==> src/rtl/comm_master.sv <==
// Host-side link master: sends a 3-byte command frame over 8N1 UART TX and
// captures single-byte responses from RX with a host-cleared ready flag.
module comm_master #(
    parameter int BAUD_DIV = 2604
) (
    input  logic        clk,
    input  logic        rst_n,
    input  logic        RX,
    output logic        TX,
    input  logic [7:0]  cmd,
    input  logic [15:0] data,
    input  logic        snd_cmd,
    output logic        frm_snt,
    output logic        resp_rdy,
    output logic [7:0]  resp,
    input  logic        clr_resp_rdy
);

    localparam int CW = $clog2(BAUD_DIV);
    localparam logic [CW-1:0] BAUD_LAST = CW'(BAUD_DIV - 1);
    localparam logic [CW-1:0] BAUD_MID  = CW'(BAUD_DIV / 2);
    localparam logic [CW-1:0] CNT_ZERO  = CW'(0);
    localparam logic [CW-1:0] CNT_ONE   = CW'(1);

    typedef enum logic [1:0] {
        ST_IDLE     = 2'd0,
        ST_BYTE_HI  = 2'd1,
        ST_BYTE_MID = 2'd2,
        ST_BYTE_LO  = 2'd3
    } frm_state_t;

    frm_state_t      frm_state_r, frm_next_s;
    logic [15:0]     data_r;
    logic            frm_snt_r;
    logic            accept_s, load_s, frame_end_s, tx_done_s;
    logic [7:0]      load_byte_s;

    logic            tx_r, tx_busy_r;
    logic [8:0]      tx_shift_r;
    logic [CW-1:0]   tx_baud_cnt_r;
    logic [3:0]      tx_bit_cnt_r;

    logic            rx_meta_r, rx_sync_r, rx_prev_r;
    logic            rx_busy_r, rx_start_s, rx_tick_s, rx_done_s;
    logic [CW-1:0]   rx_baud_cnt_r;
    logic [3:0]      rx_bit_cnt_r;
    logic [7:0]      rx_shift_r, resp_r;
    logic            resp_rdy_r;

    assign TX       = tx_r;
    assign frm_snt  = frm_snt_r;
    assign resp_rdy = resp_rdy_r;
    assign resp     = resp_r;

    assign tx_done_s = tx_busy_r && (tx_baud_cnt_r == BAUD_LAST) && (tx_bit_cnt_r == 4'd9);

    // Frame sequencing: next state and byte-load requests for the transmitter
    always_comb begin
        frm_next_s  = frm_state_r;
        accept_s    = 1'b0;
        load_s      = 1'b0;
        load_byte_s = 8'h00;
        frame_end_s = 1'b0;
        case (frm_state_r)
            ST_IDLE: begin
                if (snd_cmd) begin
                    accept_s    = 1'b1;
                    load_s      = 1'b1;
                    load_byte_s = cmd;
                    frm_next_s  = ST_BYTE_HI;
                end else begin
                    frm_next_s  = ST_IDLE;
                end
            end
            ST_BYTE_HI: begin
                if (tx_done_s) begin
                    load_s      = 1'b1;
                    load_byte_s = data_r[15:8];
                    frm_next_s  = ST_BYTE_MID;
                end else begin
                    frm_next_s  = ST_BYTE_HI;
                end
            end
            ST_BYTE_MID: begin
                if (tx_done_s) begin
                    load_s      = 1'b1;
                    load_byte_s = data_r[7:0];
                    frm_next_s  = ST_BYTE_LO;
                end else begin
                    frm_next_s  = ST_BYTE_MID;
                end
            end
            ST_BYTE_LO: begin
                if (tx_done_s) begin
                    frame_end_s = 1'b1;
                    frm_next_s  = ST_IDLE;
                end else begin
                    frm_next_s  = ST_BYTE_LO;
                end
            end
            default: begin
                frm_next_s = ST_IDLE;
            end
        endcase
    end

    // Frame state, latched data word and the sticky frame-sent flag
    always_ff @(posedge clk or negedge rst_n) begin
        if (!rst_n) begin
            frm_state_r <= ST_IDLE;
            data_r      <= 16'h0000;
            frm_snt_r   <= 1'b0;
        end else begin
            frm_state_r <= frm_next_s;
            if (accept_s) begin
                data_r    <= data;
                frm_snt_r <= 1'b0;
            end else if (frame_end_s) begin
                frm_snt_r <= 1'b1;
            end
        end
    end

    // UART transmitter; a load starts the next start bit on the same edge so bytes run back-to-back
    always_ff @(posedge clk or negedge rst_n) begin
        if (!rst_n) begin
            tx_r          <= 1'b1;
            tx_busy_r     <= 1'b0;
            tx_shift_r    <= 9'h1FF;
            tx_baud_cnt_r <= CNT_ZERO;
            tx_bit_cnt_r  <= 4'd0;
        end else if (load_s) begin
            tx_r          <= 1'b0;
            tx_busy_r     <= 1'b1;
            tx_shift_r    <= {1'b1, load_byte_s};
            tx_baud_cnt_r <= CNT_ZERO;
            tx_bit_cnt_r  <= 4'd0;
        end else if (tx_busy_r) begin
            if (tx_baud_cnt_r == BAUD_LAST) begin
                tx_baud_cnt_r <= CNT_ZERO;
                if (tx_bit_cnt_r == 4'd9) begin
                    tx_busy_r <= 1'b0;
                    tx_r      <= 1'b1;
                end else begin
                    tx_r         <= tx_shift_r[0];
                    tx_shift_r   <= {1'b1, tx_shift_r[8:1]};
                    tx_bit_cnt_r <= tx_bit_cnt_r + 4'd1;
                end
            end else begin
                tx_baud_cnt_r <= tx_baud_cnt_r + CNT_ONE;
            end
        end else begin
            tx_r <= 1'b1;
        end
    end

    assign rx_start_s = !rx_busy_r && rx_prev_r && !rx_sync_r;
    assign rx_tick_s  = rx_busy_r && (rx_baud_cnt_r == BAUD_LAST);
    assign rx_done_s  = rx_tick_s && (rx_bit_cnt_r == 4'd9);

    // RX synchronizer plus one history flop for falling-edge start detection
    always_ff @(posedge clk or negedge rst_n) begin
        if (!rst_n) begin
            rx_meta_r <= 1'b1;
            rx_sync_r <= 1'b1;
            rx_prev_r <= 1'b1;
        end else begin
            rx_meta_r <= RX;
            rx_sync_r <= rx_meta_r;
            rx_prev_r <= rx_sync_r;
        end
    end

    // UART receiver: counter preloaded to mid-bit so every tick lands in a bit centre
    always_ff @(posedge clk or negedge rst_n) begin
        if (!rst_n) begin
            rx_busy_r     <= 1'b0;
            rx_baud_cnt_r <= CNT_ZERO;
            rx_bit_cnt_r  <= 4'd0;
            rx_shift_r    <= 8'h00;
        end else if (rx_start_s) begin
            rx_busy_r     <= 1'b1;
            rx_baud_cnt_r <= BAUD_MID;
            rx_bit_cnt_r  <= 4'd0;
        end else if (rx_tick_s) begin
            rx_baud_cnt_r <= CNT_ZERO;
            if (rx_bit_cnt_r == 4'd9) begin
                rx_busy_r <= 1'b0;
            end else begin
                if (rx_bit_cnt_r != 4'd0) begin
                    rx_shift_r <= {rx_sync_r, rx_shift_r[7:1]};
                end
                rx_bit_cnt_r <= rx_bit_cnt_r + 4'd1;
            end
        end else if (rx_busy_r) begin
            rx_baud_cnt_r <= rx_baud_cnt_r + CNT_ONE;
        end
    end

    // Response holding register; a completing byte wins over a same-cycle clear
    always_ff @(posedge clk or negedge rst_n) begin
        if (!rst_n) begin
            resp_r     <= 8'h00;
            resp_rdy_r <= 1'b0;
        end else if (rx_done_s) begin
            resp_r     <= rx_shift_r;
            resp_rdy_r <= 1'b1;
        end else if (clr_resp_rdy) begin
            resp_rdy_r <= 1'b0;
        end
    end

endmodule

==> config.mk <==
export PLATFORM = sky130hd
export DESIGN_NAME = comm_master
export DESIGN_NICKNAME = d
export VERILOG_FILES = /design/src/rtl/comm_master.sv
export SDC_FILE = /design/constraint.sdc
export NUM_CORES = 1
export LEC_CHECK = 0
export ABC_AREA = 1
export BUFFER_PORTS_ARGS = -buffer_cell sky130_fd_sc_hd__buf_2
export CAP_MARGIN = 20
export CELL_PAD_IN_SITES_DETAIL_PLACEMENT = 0
export CELL_PAD_IN_SITES_GLOBAL_PLACEMENT = 1
export CORE_AREA = 8 8 150 110
export CTS_CLUSTER_SIZE = 10
export DETAILED_ROUTE_END_ITERATION = 12
export DIE_AREA = 0 0 158 118
export PLACE_DENSITY = 0.58
export SYNTH_ARGS = -nofsm -noshare
export SYNTH_HDL_FRONTEND = slang
export SYNTH_SLANG_ARGS = --single-unit
export TNS_END_PERCENT = 1
==> constraint.sdc <==
create_clock -name clk -period 2.5 [get_ports clk]
set_input_delay 0.125 -clock clk [delete_from_list [all_inputs] [get_ports clk]]
set_output_delay 0.125 -clock clk [all_outputs]
set_load 0.02 [all_outputs]
==> results.txt <==
fin util: 0.359
r2r startpoint: tx_baud_cnt_r[0]$_DFFE_PN0P_
Routed WL per cell: 12.6 µm
worst hold path class: input pin to flop
Clock Sinks: 82
Final period util: 0.815
# setup viols final: 0
clock skew: 7.35 ps
RSZ-0062 raised after global routing: no
Post-Synthesis Cell Area: 0.00417 mm²
post-cts sizing count: 0
Startpoint Class: flop
sequential fraction of the synthesis area: 0.496
Yosys warnings: 0
Initial Util: 0.292
top-count cell post-synth: nand2_1
placeable core area: 0.0143 mm²
1st-pass router iterations: 5
DP HPWL: 7330 µm
pwr/cell area: 828 mW/mm²
number of global-route vias before repair: 3,550
Finished Layout Cells: 799
Worst-Margin Slew: 692 ps
synthesis-to-finish area growth: 22.7%
Hold Slack: 9.41 ps
Rel. slew slack: 0.537
placed cells: 765
CTS tree: built
hold-critical path depth: 3
minimum clock period: 2040 ps
Mapped Nets: 571
Global Route Usage Sum: 0.116
initial antenna violation count: 0
crit-path most repeated cell: nand2_1
number of max-cap violations: 0
r2r setup slk: 460 ps
H-tree Lvls: 3
Worst-Skew Late Latency: 340 ps
cell taking the most area after synthesis: dfrtp_1
met2 routed WL: 4230 µm
Final Max Slew Viols: 0
Num CTS Buffers: 9
Die Ht: 118 µm
status: finished, final reports clean
Detail Route Antenna Nets: 0
Post-synth ARST share: 1.00
WL met3: 435 µm
final wirelength: 10,100 µm
Longest Clk Path Bufs: 2
Clock Tree Root: clkbuf_16
CTS hold repair buffers: 18
Met1 Routed Length: 5310 µm
fin nets: 640
Filler cells: 1,555
Static Leak: 2.52 nW
number of diodes: 0
critical path arrival: 2310 ps
setup TNS: 0 ps
Hold Path Sink: data_r[8]$_DFFE_PN0P_
die width: 158 µm
Data required, critical path: 2770 ps
Fin. Hold Viols: 0
Iter 0 DRT Violations: 181
first-pass GRT wire length: 17,400 µm
IO Pins: 40
Via density: 4.39
via count: 3,509
Top FF cell, synth: dfrtp_1
die area: 0.0186 mm²
# DRC: 0
worst r2r path cells: 12
crit path kind: flop to flop
largest cells by area after synthesis: dfrtp_1 42%, nand2_1 16%, dfstp_2 7.6%
Critical Path Max Stage Delay: 540 ps
library cells used by synthesis: 36
fmax: 491 MHz
multi-input logic area: 0.00181 mm²
Post-Syn Instances: 530
largest fanout on the critical path: 8
Hold Startpoint: data[8]
Avg Cell Area, Syn: 7.86 µm²
# rows: 37
Top Layer Used: met4
CP max stage cell: nor2_1
share of layout cells above drive strength 1: 0.156
VDD IR-drop max: 0.339 mV
RR Endpoint: tx_baud_cnt_r[10]$_DFFE_PN0P_
GP Congestion: 0.791
area taken by flip-flops and latches: 0.00207 mm²
crit path cell chain: ha_1, nand2_2, inv_2, nand2_1, nor2_2, nand3_2, nor2_4, nand2_2, a21oi_4, nor2_1, nand2_1, nand2_1
Yosys reg bits: 82
total grt overflow: 0
clock transition at the registers of the reported paths: 70 ps
largest net degree at the start of global routing: 43
total power: 4.23 mW
EDFF count, synth: 0
setup bufs post-CTS: 0
synth cell count leaders: 176 x nand2_1, 70 x dfrtp_1, 58 x inv_1, 56 x nor2_1, 35 x nand3_1
port bufs: 39
Critical Path End Type: flop
Synth top area share: 0.420
-- flip-flops by register name (all words and copies together), names as in the netlist --
signal	flops
TX	1
data_r	16
rx_shift_r	8
frm_snt	1
tx_busy_r	1
rx_baud_cnt_r	12
resp	8
frm_state_r	2
tx_baud_cnt_r	12
rx_sync_r	1
resp_rdy	1
rx_prev_r	1
tx_shift_r	8
rx_meta_r	1
tx_bit_cnt_r	4
rx_bit_cnt_r	4
rx_busy_r	1
-- routing by layer --
metal  track usage  vias up
met1         0.164     1626
met4        0.0317        0
li1              -     1816
met2         0.170       54
met5             0        -
met3        0.0337       13
-- kinds of logic (layout without fill, tap and decap cells) --
logic type / Yosys count / after routing / synth area share
compound gates: 52 / 52 / 0.0694
xor+xnor: 12 / 12 / 0.0252
fa+ha+maj: 12 / 12 / 0.0360
buf+inv: 72 / 146 / 0.0693
flops: 82 / 82 / 0.496
mux: 1 / 1 / 0.00270
simple gates: 299 / 299 / 0.301
-- area by class of cell --
class                           count  share of cell area
Multi-Input combinational cell    376               0.354
Clock buffer                        9              0.0440
Clock inverter                      7              0.0149
Tap cell                          195              0.0477
Timing Repair Buffer               67              0.0886
Sequential cell                    82               0.404
Inverter                           63              0.0462
-- placed cells by master, fill, tap and decap left out, types with 2 or more instances in the layout --
cell type	synthesis	final
nor4_1	2	2
nor3_1	8	8
nor2_1	56	56
nand3_1	35	35
nand2_1	176	176
dfrtp_1	70	70
nor2_2	3	3
dlygate4sd3_1	0	18
a21oi_1	9	9
nand4_1	10	10
inv_6	0	2
buf_4	0	11
xor2_1	12	12
o21ai_0	34	34
nand3_2	2	2
clkinv_2	0	2
ha_1	12	12
buf_2	3	38
inv_2	5	5
dfstp_2	12	12
nand2_2	2	2
clkbuf_16	0	9
inv_1	58	58
-- where the power goes --
| part | total [mW] | leakage (nW) | internal [mW] | switching [mW] |
|---|---|---|---|---|
| Combinational | 0.965 | 1.33 | 0.371 | 0.594 |
| Clock | 1.37 | 0.148 | 0.785 | 0.582 |
| Sequential | 1.90 | 1.04 | 1.69 | 0.214 |
| Total | 4.23 | 2.52 | 2.84 | 1.39 |
-- per-stage QoR --
| step | cell area [µm²] | worst slack, ps |
|---|---|---|
| 3_5_place_dp | 4630 | 434 |
| 3_3_place_gp | 4630 | 413 |
| 4_1_cts | 5110 | 403 |
| 5_1_grt | 5110 | 213 |
| 2_1_floorplan | 4170 | 713 |
| 6_report | 5110 | 463 |
-- critical path, delay by kind of cell (launching register included) --
family | cells | cell delay, ps
buffers and inverters | 1 | 30
adder cells (fa/ha/maj) | 1 | 250
AND/OR/NAND/NOR | 9 | 1220
AO/OA/AOI/OAI | 1 | 70
flip-flops | 1 | 400
-- worst max-delay path by stage --
stage,startpoint,end,slack [ps],cells past startpoint
floorplan,tx_bit_cnt_r[1]$_DFFE_PN0P_,tx_baud_cnt_r[7]$_DFFE_PN0P_,710,12
global placement,tx_baud_cnt_r[0]$_DFFE_PN0P_,tx_baud_cnt_r[8]$_DFFE_PN0P_,410,12
detailed placement,tx_baud_cnt_r[0]$_DFFE_PN0P_,tx_baud_cnt_r[10]$_DFFE_PN0P_,430,12
CTS,tx_baud_cnt_r[0]$_DFFE_PN0P_,tx_baud_cnt_r[10]$_DFFE_PN0P_,400,12
global route,rx_baud_cnt_r[0]$_DFFE_PN0P_,rx_shift_r[5]$_DFFE_PN0P_,210,8
finish,tx_baud_cnt_r[0]$_DFFE_PN0P_,tx_baud_cnt_r[10]$_DFFE_PN0P_,460,12
Power figures use the tool's default switching activity.
